--- src/rtl/mem_stage_ctrl.sv ---
// MEM pipeline stage controller: runs the data-memory access over a
// variable-latency req/ack bus, stalls upstream while the access is in
// flight, resolves the branch and holds the MEM/WB register.
module mem_stage_ctrl #(
    parameter int unsigned size    = 32,
    parameter int unsigned TIMEOUT = 16,
    parameter int unsigned CNT_W   = 5
) (
    input  logic            CLK,
    input  logic            RESET,
    input  logic [size-1:0] alu_resultado_MEM,
    input  logic [size-1:0] sum_resultado_MEM,
    input  logic [size-1:0] read_data2_MEM,
    input  logic [4:0]      wrin_MEM,
    input  logic            Branch_MEM,
    input  logic            MemRead_MEM,
    input  logic            MemtoReg_MEM,
    input  logic            MemWrite_MEM,
    input  logic            RegWrite_MEM,
    input  logic            ZERO_MEM,
    output logic            dmem_req,
    output logic            dmem_we,
    output logic [size-1:0] dmem_addr,
    output logic [size-1:0] dmem_wdata,
    input  logic [size-1:0] dmem_rdata,
    input  logic            dmem_ack,
    output logic            stall_MEM,
    output logic            PCSrc,
    output logic [size-1:0] branch_target,
    output logic [size-1:0] read_data_WB,
    output logic [size-1:0] alu_resultado_WB,
    output logic [4:0]      wrin_WB,
    output logic            RegWrite_WB,
    output logic            MemtoReg_WB,
    output logic            bus_error,
    output logic            misaligned
);

    typedef enum logic {IDLE, BUSY} state_t;

    state_t            state_q, state_d;
    logic [CNT_W-1:0]  cnt_q, cnt_d;
    logic              req_q, req_d;
    logic              we_q, we_d;
    logic [size-1:0]   addr_q, addr_d;
    logic [size-1:0]   wdata_q, wdata_d;
    logic [size-1:0]   rd_wb_q, rd_wb_d;
    logic [size-1:0]   alu_wb_q, alu_wb_d;
    logic [4:0]        wrin_wb_q, wrin_wb_d;
    logic              regw_wb_q, regw_wb_d;
    logic              m2r_wb_q, m2r_wb_d;
    logic              buserr_q, buserr_d;
    logic              mis_q, mis_d;

    logic access;
    logic aligned;

    assign access  = MemRead_MEM | MemWrite_MEM;
    assign aligned = (alu_resultado_MEM[1:0] == 2'b00);

    assign PCSrc         = Branch_MEM & ZERO_MEM;
    assign branch_target = sum_resultado_MEM;

    assign dmem_req         = req_q;
    assign dmem_we          = we_q;
    assign dmem_addr        = addr_q;
    assign dmem_wdata       = wdata_q;
    assign read_data_WB     = rd_wb_q;
    assign alu_resultado_WB = alu_wb_q;
    assign wrin_WB          = wrin_wb_q;
    assign RegWrite_WB      = regw_wb_q;
    assign MemtoReg_WB      = m2r_wb_q;
    assign bus_error        = buserr_q;
    assign misaligned       = mis_q;

    // Next-state, bus request, WB capture and stall decode
    always_comb begin
        state_d   = state_q;
        cnt_d     = cnt_q;
        req_d     = req_q;
        we_d      = we_q;
        addr_d    = addr_q;
        wdata_d   = wdata_q;
        rd_wb_d   = rd_wb_q;
        alu_wb_d  = alu_wb_q;
        wrin_wb_d = wrin_wb_q;
        regw_wb_d = regw_wb_q;
        m2r_wb_d  = m2r_wb_q;
        buserr_d  = buserr_q;
        mis_d     = mis_q;
        stall_MEM = 1'b0;

        unique case (state_q)
            IDLE: begin
                if (access) begin
                    regw_wb_d = 1'b0;
                    m2r_wb_d  = 1'b0;
                    if (aligned) begin
                        stall_MEM = 1'b1;
                        req_d     = 1'b1;
                        we_d      = MemWrite_MEM;
                        addr_d    = {alu_resultado_MEM[size-1:2], 2'b00};
                        wdata_d   = read_data2_MEM;
                        cnt_d     = '0;
                        state_d   = BUSY;
                    end else begin
                        mis_d = 1'b1;
                    end
                end else begin
                    alu_wb_d  = alu_resultado_MEM;
                    wrin_wb_d = wrin_MEM;
                    regw_wb_d = RegWrite_MEM;
                    m2r_wb_d  = MemtoReg_MEM;
                end
            end
            BUSY: begin
                if (dmem_ack) begin
                    if (!we_q) begin
                        rd_wb_d = dmem_rdata;
                    end
                    alu_wb_d  = alu_resultado_MEM;
                    wrin_wb_d = wrin_MEM;
                    regw_wb_d = RegWrite_MEM;
                    m2r_wb_d  = MemtoReg_MEM;
                    req_d     = 1'b0;
                    state_d   = IDLE;
                end else if (cnt_q == CNT_W'(TIMEOUT - 1)) begin
                    req_d     = 1'b0;
                    buserr_d  = 1'b1;
                    regw_wb_d = 1'b0;
                    m2r_wb_d  = 1'b0;
                    state_d   = IDLE;
                end else begin
                    stall_MEM = 1'b1;
                    cnt_d     = cnt_q + 1'b1;
                    regw_wb_d = 1'b0;
                    m2r_wb_d  = 1'b0;
                end
            end
            default: state_d = IDLE;
        endcase
    end

    // State, bus and MEM/WB registers with synchronous reset
    always_ff @(posedge CLK) begin
        if (RESET) begin
            state_q   <= IDLE;
            cnt_q     <= '0;
            req_q     <= 1'b0;
            we_q      <= 1'b0;
            addr_q    <= '0;
            wdata_q   <= '0;
            rd_wb_q   <= '0;
            alu_wb_q  <= '0;
            wrin_wb_q <= '0;
            regw_wb_q <= 1'b0;
            m2r_wb_q  <= 1'b0;
            buserr_q  <= 1'b0;
            mis_q     <= 1'b0;
        end else begin
            state_q   <= state_d;
            cnt_q     <= cnt_d;
            req_q     <= req_d;
            we_q      <= we_d;
            addr_q    <= addr_d;
            wdata_q   <= wdata_d;
            rd_wb_q   <= rd_wb_d;
            alu_wb_q  <= alu_wb_d;
            wrin_wb_q <= wrin_wb_d;
            regw_wb_q <= regw_wb_d;
            m2r_wb_q  <= m2r_wb_d;
            buserr_q  <= buserr_d;
            mis_q     <= mis_d;
        end
    end

endmodule
--- config.mk ---
export PLATFORM = sky130hd
export DESIGN_NAME = mem_stage_ctrl
export DESIGN_NICKNAME = d
export VERILOG_FILES = /design/src/rtl/mem_stage_ctrl.sv
export SDC_FILE = /design/constraint.sdc
export NUM_CORES = 1
export LEC_CHECK = 0
export CORE_UTILIZATION = 39
export DETAILED_ROUTE_END_ITERATION = 16
export HOLD_SLACK_MARGIN = 0.1
export PLACE_DENSITY_LB_ADDON = 0.2
export SETUP_SLACK_MARGIN = 0.1
export SKIP_CTS_REPAIR_TIMING = 1
export SLEW_MARGIN = 25
export SYNTH_ARGS = -nofsm -noshare
export SYNTH_HDL_FRONTEND = slang
export SYNTH_SLANG_ARGS = --single-unit
--- constraint.sdc ---
create_clock -name CLK -period 2.9 [get_ports CLK]
set_clock_uncertainty 0.15 [all_clocks]
set_input_delay 0.725 -clock CLK [delete_from_list [all_inputs] [get_ports CLK]]
set_output_delay 0.725 -clock CLK [all_outputs]
set_load 0.01 [all_outputs]
* Word level (Yosys, flattened, before mapping)
Cells that the tools add are included.
** Storage, ports and cells
- Bits in read-only memories :: 0
- Word-level logic and storage cells :: 63
- Bits in writable memories :: 0
- Bits in latches :: 0
- Input port bits :: 142
- Output and inout bits :: 173
- Memories :: 0
- Flip-flop bits (word level) :: 143
** Cells by class
- Bitwise logic cells :: 6
- Order comparisons :: 0
- Reductions and logical operators :: 8
- Muxes and demuxes :: 27
- Divide/modulo/power cells :: 0
- Add/subtract/negate cells :: 1
- Eq/ne operators :: 8
- Multipliers :: 0
- Shifts and indexed selects :: 0
** Operators by type and width (number)
- 2-to-1 mux 32 bit :: 2
- one-hot mux 32 bit (2 select lines) :: 1
- 2-to-1 mux 5 bit :: 6
- one-hot mux 5 bit (2 select lines) :: 2
- AND reduction 3 bit :: 5
- 2-to-1 mux 1 bit :: 12
- != test 2 bit, second input constant :: 6
- one-hot mux 1 bit (2 select lines) :: 4
- adder 5 x 1 -> 5 bit, second input constant :: 1
- == test 5 x 4 -> 1 bit, second input constant :: 1
- inverter 1 bit :: 4
- AND reduction 4 bit :: 1
- != test 3 x 2 -> 1 bit, second input constant :: 1
- zero test 2 bit :: 1
- AND reduction 2 bit :: 1
- AND 1 bit :: 1
- OR 1 bit :: 1

* Logic depth before layout (Yosys ltp)
- Word-level depth :: 4
- Gate-level depth with buffers :: 7

* Least setup slack after synthesis
Ideal clock, no wire load.
- Kind :: flip-flop to output port
- Start point :: register cnt_q[0]
- End point :: output port stall_MEM
- Setup slack :: 0.505 ns
- Arrival time :: 1.520 ns
- Data required time :: 2.025 ns
- Stages on the path, launching flop included :: 7
- Path through :: dfxtp_1 > ha_1 > and3_1 > ha_1 > or3b_1 > clkbuf_1 > o21ai_2
** Between the ends
- Word-level cells in the longest chain between the ends :: 4
** Ends and longest elaborated chain
- from (decl) :: RTL line 42 : logic [CNT_W-1:0] cnt_q, cnt_d;
- from (signal assigned) :: RTL line 162 : cnt_q <= cnt_d;
- == test 5 x 4 -> 1 bit :: RTL line 127 : end else if (cnt_q == CNT_W'(TIMEOUT - 1)) begin
- 2-to-1 mux 1 bit :: RTL line 127
- 2-to-1 mux 1 bit :: RTL line 117 : if (dmem_ack) begin
- one-hot mux 1 bit (2 select lines) :: RTL line 93 : unique case (state_q)
- to (decl) :: RTL line 27 : output logic stall_MEM,
No other way between the ends.

* Final worst setup path
- Start point :: register cnt_q[1]
- End point :: output port stall_MEM
The elaborated chain is that of the path after synthesis.

==> impl_metrics.json <==
{
  "synth.largest_area_cell": "dfxtp_1",
  "portBuffers": 248,
  "die_area_mm2": 0.0152,
  "cp-end-kind": "output port",
  "remaining_drc_errors": 0,
  "synth_seq_area_share_pct": 49.9,
  "postSynthAreaPerCell_um2": 8.30,
  "placed_cells": 1043,
  "clock_sinks": 143,
  "hold_class": "flip-flop to flip-flop",
  "via_per_inst": 5.36,
  "synth_seq_cells": 143,
  "ant_nets": 0,
  "status": "completed",
  "dr.first_iter.drc_count": 269,
  "async_flop_share_pct": 0,
  "firstDrtPassIters": 5,
  "core_area_mm2": 0.0141,
  "ys_warn_count": 0,
  "grt_pass1_wl_mm": 27.5,
  "fin_crit_ps": 2780,
  "setup_ws_ps": 120,
  "antenna_found_initial": 0,
  "place_area_mm2": 0.00811,
  "synth_edf_count": 0,
  "wl_per_cell_um": 16.8,
  "finalSetupViolCount": 0,
  "place_congestion": 0.779,
  "cp.required_ps": 2030,
  "fin_cells": 1077,
  "syn-cell-area_mm2": 0.00573,
  "ys_top_cells_by_area": "dfxtp_1, a21oi_1, nand3_1",
  "arrival_ps": 1900,
  "irDropWorstVdd_v": 0.000362,
  "ys.flop_type": "dfxtp_1",
  "p_leak_nw": 3.00,
  "final_area_mm2": 0.00875,
  "grt_setup_unrepaired": "yes",
  "slew_violations": 0,
  "finalCritPeriodShare_pct": 95.9,
  "cap_violations": 0,
  "synth.most_common_cell": "dfxtp_1",
  "vias": 5778,
  "yosysTopAreaCellShare_pct": 49.9,
  "clk_path_buf_depth": 2,
  "grt.overflow.total": 0,
  "die_w_um": 123,
  "path_class": "flip-flop to output port",
  "clock.fmax_mhz": 360,
  "ys_types": 37,
  "power_mw": 4.91,
  "clk-insertion-delay-late_ps": 410,
  "cp_max_fo": 4,
  "die_h_um": 123,
  "report.final.hold_viol_count": 0,
  "grt_max_degree": 69,
  "power.density_mw_per_mm2": 561,
  "tns_ps": 0,
  "cts_buffers": 17,
  "ioPinCount": 315,
  "grt_pass1_vias": 5556,
  "wl_mm": 18.1,
  "dp_worst_setup_slack_ps": -260,
  "syn2layout_area_growth_pct": 52.6,
  "worst_pin_slew_ps": 637,
  "dp_hpwl_mm": 11.9,
  "track_usage_pct": 23.5,
  "h-tree-depth": 4,
  "start_kind": "flip-flop",
  "nNetsFinal": 1029,
  "relSlewSlack_pct": 57.5,
  "synth_cells": 691,
  "cts_tree": "done",
  "synth_common_cells": "dfxtp_1, a21oi_1, nand3_1, o21ai_0, nand2_1",
  "root_buffer": "clkbuf_16",
  "clkSlewWorstSetupHoldPaths_ps": 60,
  "placementRows": 43,
  "diodes": 0,
  "layout-drive-gt1-share_pct": 8.25,
  "start_util_pct": 40.7
}
-- final timing paths --
check	from	end	slack (ps)	cells after the start
max reg2reg	cnt_q[1]$_SDFFE_PP0P_	cnt_q[3]$_SDFFE_PP0P_	810	8
min reg2reg	read_data_WB[18]$_SDFFE_PP0P_	read_data_WB[18]$_SDFFE_PP0P_	300	2
max	cnt_q[1]$_SDFFE_PP0P_	stall_MEM	120	6
min	read_data_WB[18]$_SDFFE_PP0P_	read_data_WB[18]$_SDFFE_PP0P_	300	2
-- layer usage --
metal	vias up	wire length [um]	global-route usage, %
met2	227	8920	39.6
li1	2754	-	-
met5	-	0	0
met3	37	1440	7.47
met1	2760	7290	26.9
met4	0	435	10.8
-- registers in the layout (all words and copies together), names as in the netlist --
signal,count
wrin_WB,5
alu_resultado_WB,32
cnt_q,5
read_data_WB,32
dmem_req,1
state_q,1
dmem_we,1
dmem_addr,30
RegWrite_WB,1
dmem_wdata,32
bus_error,1
misaligned,1
MemtoReg_WB,1
-- logic make-up after synthesis --
logic type	Yosys count	share of synthesized area (%)
AOI/OAI and AO/OA	249	22.5
and+or+nand+nor	190	15.8
DFF	143	49.9
buffers and inverters	106	11.2
adders and majority gates	2	0.436
other	1	0.0654
-- per-stage QoR --
step | hold WS [ps] | utilization (%)
floorplan | 320 | -
global placement | 292 | 57.6
detailed placement | 297 | 57.6
CTS | 305 | 61.7
global route | 324 | 62.1
finish | 301 | 62.1
-- power by group --
part / internal, mW / total [mW] / switching, mW
sequential: 2.05 / 2.09 / 0.0403
clock: 1.37 / 2.15 / 0.777
combinational: 0.361 / 0.680 / 0.319
total: 3.78 / 4.91 / 1.14
-- layout make-up --
type                       count  area, um2
tap                          180        225
timing repair buffer         277       2780
sequential                   143       2870
clock inverter                 6       80.1
fill                        1214       5340
inverter                       3       11.3
clock buffer                  25        505
multi-input combinational    443       2280
-- cells in the final DEF, fill, tap and decap left out, types with 2 or more instances in the layout --
cell type,count
clkdlybuf4s50_1,246
dfxtp_1,142
a21oi_1,136
nand3_1,99
o21ai_0,98
nand2_1,68
buf_4,23
clkbuf_16,17
buf_12,7
clkbuf_8,5
nor2_1,4
clkinv_2,4
inv_1,3
and2_1,3
o211ai_1,3
o21ai_1,3
clkbuf_1,3
nand3b_1,2
nand3_2,2
a31oi_1,2
nor3b_1,2
ha_4,2
conb_1,2
bufinv_16,2
-- worst max-delay path, stage by stage, from the launching register on --
cell	delay, ps
dfxtp_4	360
ha_4	160
and3_4	180
ha_4	150
or3b_4	400
o21ai_2	80
buf_2	160
(Power assumes the default switching activity.)
